`src/rtl/bnn_pkg.sv`:
```
// Shared constants for the 8-8-4 BNN core and its downstream stages.
package bnn_pkg;

    localparam int NUM_CLASSES = 4;
    localparam int CLASS_W     = $clog2(NUM_CLASSES);
    localparam int CNT_W       = 4;
    localparam int WINDOW      = 8;

endpackage

```
`src/rtl/bnn_argmax.sv`:
```
// Combinational argmax over N packed counts. Strict greater-than keeps the
// lowest index on ties. Also used for on-chip accuracy readout.
module bnn_argmax #(
    parameter int N     = bnn_pkg::NUM_CLASSES,
    parameter int CNT_W = bnn_pkg::CNT_W
) (
    input  logic [N*CNT_W-1:0]   counts,
    output logic [$clog2(N)-1:0] max_idx,
    output logic [CNT_W-1:0]     max_cnt,
    output logic                 all_zero
);

    localparam int IDX_W = $clog2(N);

    // Priority scan: a later lane replaces the best only when strictly larger.
    always_comb begin
        // NOTE: every output gets a default first, so no path can infer a latch.
        max_idx = '0;
        max_cnt = counts[CNT_W-1:0];
        for (int i = 1; i < N; i++) begin
            if (counts[i*CNT_W +: CNT_W] > max_cnt) begin
                max_cnt = counts[i*CNT_W +: CNT_W];
                max_idx = IDX_W'(i);
            end
        end
        all_zero = (max_cnt == '0);
    end

endmodule

```
`src/rtl/bnn_class_voter.sv`:
```
// Per-class vote accumulator over a fixed frame window. At the end of each
// window the argmax of the counts is registered and offered on valid/ready.
module bnn_class_voter #(
    parameter int NUM_CLASSES = bnn_pkg::NUM_CLASSES,
    parameter int CNT_W       = bnn_pkg::CNT_W,
    parameter int WINDOW      = bnn_pkg::WINDOW
) (
    input  logic                           clk,
    input  logic                           rst_n,
    input  logic                           ena,
    input  logic [NUM_CLASSES-1:0]         class_bits,
    input  logic                           in_valid,
    input  logic                           clear,
    input  logic                           out_ready,
    output logic                           out_valid,
    output logic [$clog2(NUM_CLASSES)-1:0] out_class,
    output logic [CNT_W-1:0]               out_count,
    output logic                           out_none,
    output logic                           overrun,
    input  logic                           overrun_clr
);

    localparam int CLASS_W = $clog2(NUM_CLASSES);

    logic [CNT_W-1:0]             cnt [NUM_CLASSES];
    logic [CNT_W-1:0]             frame_cnt;
    logic [NUM_CLASSES*CNT_W-1:0] cnt_next;
    logic                         accept;
    logic                         final_sample;
    logic [CLASS_W-1:0]           win_class;
    logic [CNT_W-1:0]             win_count;
    logic                         win_none;

    // clear beats a simultaneous sample; ena only gates acceptance.
    assign accept       = in_valid && ena && !clear;
    assign final_sample = accept && (frame_cnt == CNT_W'(WINDOW - 1));

    // Next-count values, including the sample presented this cycle.
    always_comb begin
        cnt_next = '0;
        for (int i = 0; i < NUM_CLASSES; i++) begin
            cnt_next[i*CNT_W +: CNT_W] = cnt[i] + CNT_W'(accept && class_bits[i]);
        end
    end

    bnn_argmax #(
        .N     (NUM_CLASSES),
        .CNT_W (CNT_W)
    ) u_argmax (
        .counts   (cnt_next),
        .max_idx  (win_class),
        .max_cnt  (win_count),
        .all_zero (win_none)
    );

    // Vote and frame counters: restart on clear or after the final sample.
    always_ff @(posedge clk or negedge rst_n) begin
        if (!rst_n) begin
            // NOTE: the count array is a few flops, not a RAM, so it is reset
            // with everything else; a partial window must not survive reset.
            for (int i = 0; i < NUM_CLASSES; i++) cnt[i] <= '0;
            frame_cnt <= '0;
        end else if (clear || final_sample) begin
            for (int i = 0; i < NUM_CLASSES; i++) cnt[i] <= '0;
            frame_cnt <= '0;
        end else if (accept) begin
            // NOTE: non-blocking so every counter updates from pre-edge values.
            for (int i = 0; i < NUM_CLASSES; i++) cnt[i] <= cnt_next[i*CNT_W +: CNT_W];
            frame_cnt <= frame_cnt + CNT_W'(1);
        end
    end

    // Result registers, valid handshake and sticky overrun flag.
    always_ff @(posedge clk or negedge rst_n) begin
        if (!rst_n) begin
            out_valid <= 1'b0;
            out_class <= '0;
            out_count <= '0;
            out_none  <= 1'b0;
            overrun   <= 1'b0;
        end else begin
            if (final_sample) begin
                out_valid <= 1'b1;
                out_class <= win_class;
                out_count <= win_count;
                out_none  <= win_none;
            end else if (out_valid && out_ready) begin
                out_valid <= 1'b0;
            end

            // A load over an unaccepted result is an overrun; set beats clear.
            if (final_sample && out_valid && !out_ready) begin
                overrun <= 1'b1;
            end else if (overrun_clr) begin
                overrun <= 1'b0;
            end
        end
    end

endmodule

```
`config.mk`:
```
export PLATFORM = sky130hd
export DESIGN_NAME = bnn_class_voter
export DESIGN_NICKNAME = d
export VERILOG_FILES = /design/src/rtl/bnn_pkg.sv /design/src/rtl/bnn_argmax.sv /design/src/rtl/bnn_class_voter.sv
export SDC_FILE = /design/constraint.sdc
export NUM_CORES = 1
export LEC_CHECK = 0
export CAP_MARGIN = 15
export CORE_MARGIN = 8
export CORE_UTILIZATION = 50
export CTS_CLUSTER_SIZE = 25
export DETAILED_ROUTE_END_ITERATION = 10
export PLACE_DENSITY = 0.86
export SLEW_MARGIN = 20
export SYNTH_ARGS = -nofsm -noshare
export SYNTH_HDL_FRONTEND = slang
export SYNTH_SLANG_ARGS = --single-unit
```
`constraint.sdc`:
```
create_clock -name clk -period 4.5 [get_ports clk]
set_input_delay 1.125 -clock clk [delete_from_list [all_inputs] [get_ports clk]]
set_output_delay 1.125 -clock clk [all_outputs]
set_load 0.05 [all_outputs]
```
==> flow_summary.toml <==
[grt]
grt_overflow = 0
grt_pass1_wl_mm = 8.18
grt_antenna_before_repair = 0
grt_pass1_vias = 1723
grt_usage = 0.191
grt_max_degree = 30

[setup_path]
cp-start-kind = "input port"
critPathMaxFanout = 3
cp.required_ps = 4740
crit_start = "in_valid"
path_class = "input port to flip-flop"
worstReg2RegStart = "cnt[8]"
crit_arrival_ps = 5960
end_kind = "flip-flop"

[die]
start_util = 0.523
coreArea_um2 = 3360
die_w_um = 75.3
fp-row-count = 21
io_pins = 20
die-area_um2 = 5670
die_h_um = 75.3

[cells_and_area]
final_core_util = 0.806
nNetsFinal = 286
layout_commonest_cell = "buf_4"
layout_common_cells = "56 x buf_4, 29 x dfrtp_1, 22 x nand2_1"
diodes = 0
fill_cells = 174
layout-drive-gt1-share = 0.421
flow.area_growth_from_synthesis_pct = 54.2
instances_no_fill = 305

[job]
maxCapViolations = 0

[cts]
clk_latency_ps = 350
cts_tree = "done"
cts_hold_buf = 0
clock_path_buffers = 2
htree_levels = 2
clockRootBuffer = "clkbuf_4"
cts.clk_slew.worst_paths_ps = 90
cts_buffers = 5
cts.sinks = 29

[timing]
setup_viol = 7
fmax_mhz = 175
finalCritPeriodShare = 1.27
skew_ps = 20.3
maxSlewViolCount = 0
finalHoldViolations = 0
rsz0062_at_grt = "true"
slew_headroom = 0.653
fin_crit_ps = 5720
holdWs_ps = 517
tns_ps = -7150
setup_ws_ps = -1220
max_slew.worst_pin.slew_ps = 521

[synthesis]
async_reset_ff_frac = 1.00
syn_area_um2 = 1760
yosysSeqAreaShare = 0.413
syn-mean-instance-area_um2 = 9.93
synth_cell_types = 35
synth_top_area_frac = 0.413
yosys_warnings = 0
syn_nets = 205
ys.flop_type = "dfrtp_1"
synth_edf_count = 0
synthTopCellsByArea = "dfrtp_1 41%, ha_1 12%, o21ai_0 5.1%"
ys_ff_latch = 29
synth_top_area_cell = "dfrtp_1"
synthesis.instances = 177

[run_status]
status = "finished, violations left"
violations = "negative setup slack"

[pwr]
powerDensity_nw_per_um2 = 208
cellLeakagePower_nw = 1.29
irDropWorstVdd_mv = 0.147

[place]
dpl_worst_slack_ps = -2000
place_hpwl_mm = 3.41
globalplace.congestion = 0.843
port_buffers = 19
place_inst = 278

[drt]
antenna_left = 0
wl_per_cell_um = 19.4
drtIter0Drc = 133
drt-total-wl_mm = 5.92
drtPass1Iterations = 4
viasPerCell = 5.84
drc = 0
vias = 1782

[worst_hold_path]
hp-class = "flip-flop to flip-flop"
holdCritStartpoint = "out_count[3]"
## per-stage QoR
stage          cell area (µm²)  power [mW]
4_1_cts                   2570       0.539
5_1_grt                   2710       0.581
3_5_place_dp              2370       0.369
3_3_place_gp              2370       0.367
2_1_floorplan             1840       0.324
6_report                  2710       0.565
## logic make-up (layout without fill, tap and decap cells)
kind of cell / Yosys count / count (layout) / share of synthesized area
simple gates: 57 / 57 / 0.150
compound gates: 41 / 41 / 0.167
flops: 29 / 29 / 0.413
fa+ha+maj: 19 / 19 / 0.134
buf+inv: 11 / 93 / 0.0235
xor+xnor: 10 / 10 / 0.0498
mux: 10 / 10 / 0.0626
## layer usage
metal | global-route usage | part of all wire | up-vias
met5 | 0 | 0 | -
met2 | 0.337 | 0.53 | 74
met1 | 0.217 | 0.38 | 890
met3 | 0.0276 | 0.049 | 26
met4 | 0.100 | 0.039 | 0
li1 | - | - | 792
## layout make-up
cell class                 instances  area (µm²)  share of cell area
clock inverter                     3        17.5             0.00646
clock buffer                       5        37.5              0.0138
sequential                        29         726               0.268
multi-input combinational        137        1200               0.444
inverter                           8        32.5              0.0120
timing repair buffer              77         637               0.235
tap                               46        57.6              0.0212
## cells in the mapped netlist, types with 2 or more instances
master    instances
dfrtp_1          29
nand2_1          24
o21ai_0          18
ha_1             17
nor2_1           10
a22o_1            8
inv_1             8
nand3_1           6
and2_1            5
mux2i_1           5
xnor2_1           5
xor2_1            5
a21oi_1           4
mux2_2            4
nor3_1            4
clkbuf_1          3
maj3_2            2
nand2b_1          2
nor2b_1           2
## worst paths after layout
check / slack [ps] / cells after the start / end
worst max-delay path: -1220 / 27 / out_none
worst min-delay path: 520 / 1 / out_count[3]
worst max register to register: -540 / 23 / out_none
worst min register to register: 520 / 1 / out_count[3]
max in group asynchronous: 3070 / 2 / out_none
min in group asynchronous: 1140 / 2 / cnt[14]
## repair_timing
action,CTS,global route
resized for setup,35,13
pin swaps,18,16
buffers inserted,11,11
endpoints found under the setup margin,7,7
## registers in the layout, summed over array words and instances, names as in the netlist
register,flops
cnt,16
out_class,2
out_none,1
overrun,1
out_valid,1
frame_cnt,4
out_count,4
## report_power, final
group / internal, mW / switching (mW)
combinational: 0.0695 / 0.0651
clock: 0.0588 / 0.106
sequential: 0.263 / 0.00231
## worst max-delay path, cell delays in order
cell,delay [ps]
buf_8,110
nand2_8,60
nor2_4,40
and2_4,140
ha_4,270
inv_4,40
ha_4,250
nor2_2,30
maj3_2,300
maj3_2,340
a221oi_4,330
buf_6,160
buf_6,90
mux2i_1,220
buf_4,180
mux2i_4,270
nand3_2,120
mux2_4,340
ha_4,160
nor2b_1,110
o21ai_1,100
nand2b_1,130
a21oi_2,80
a41oi_4,230
mux2i_2,290
o2111ai_1,160
o31ai_1,270
(Power assumes the default switching activity.)
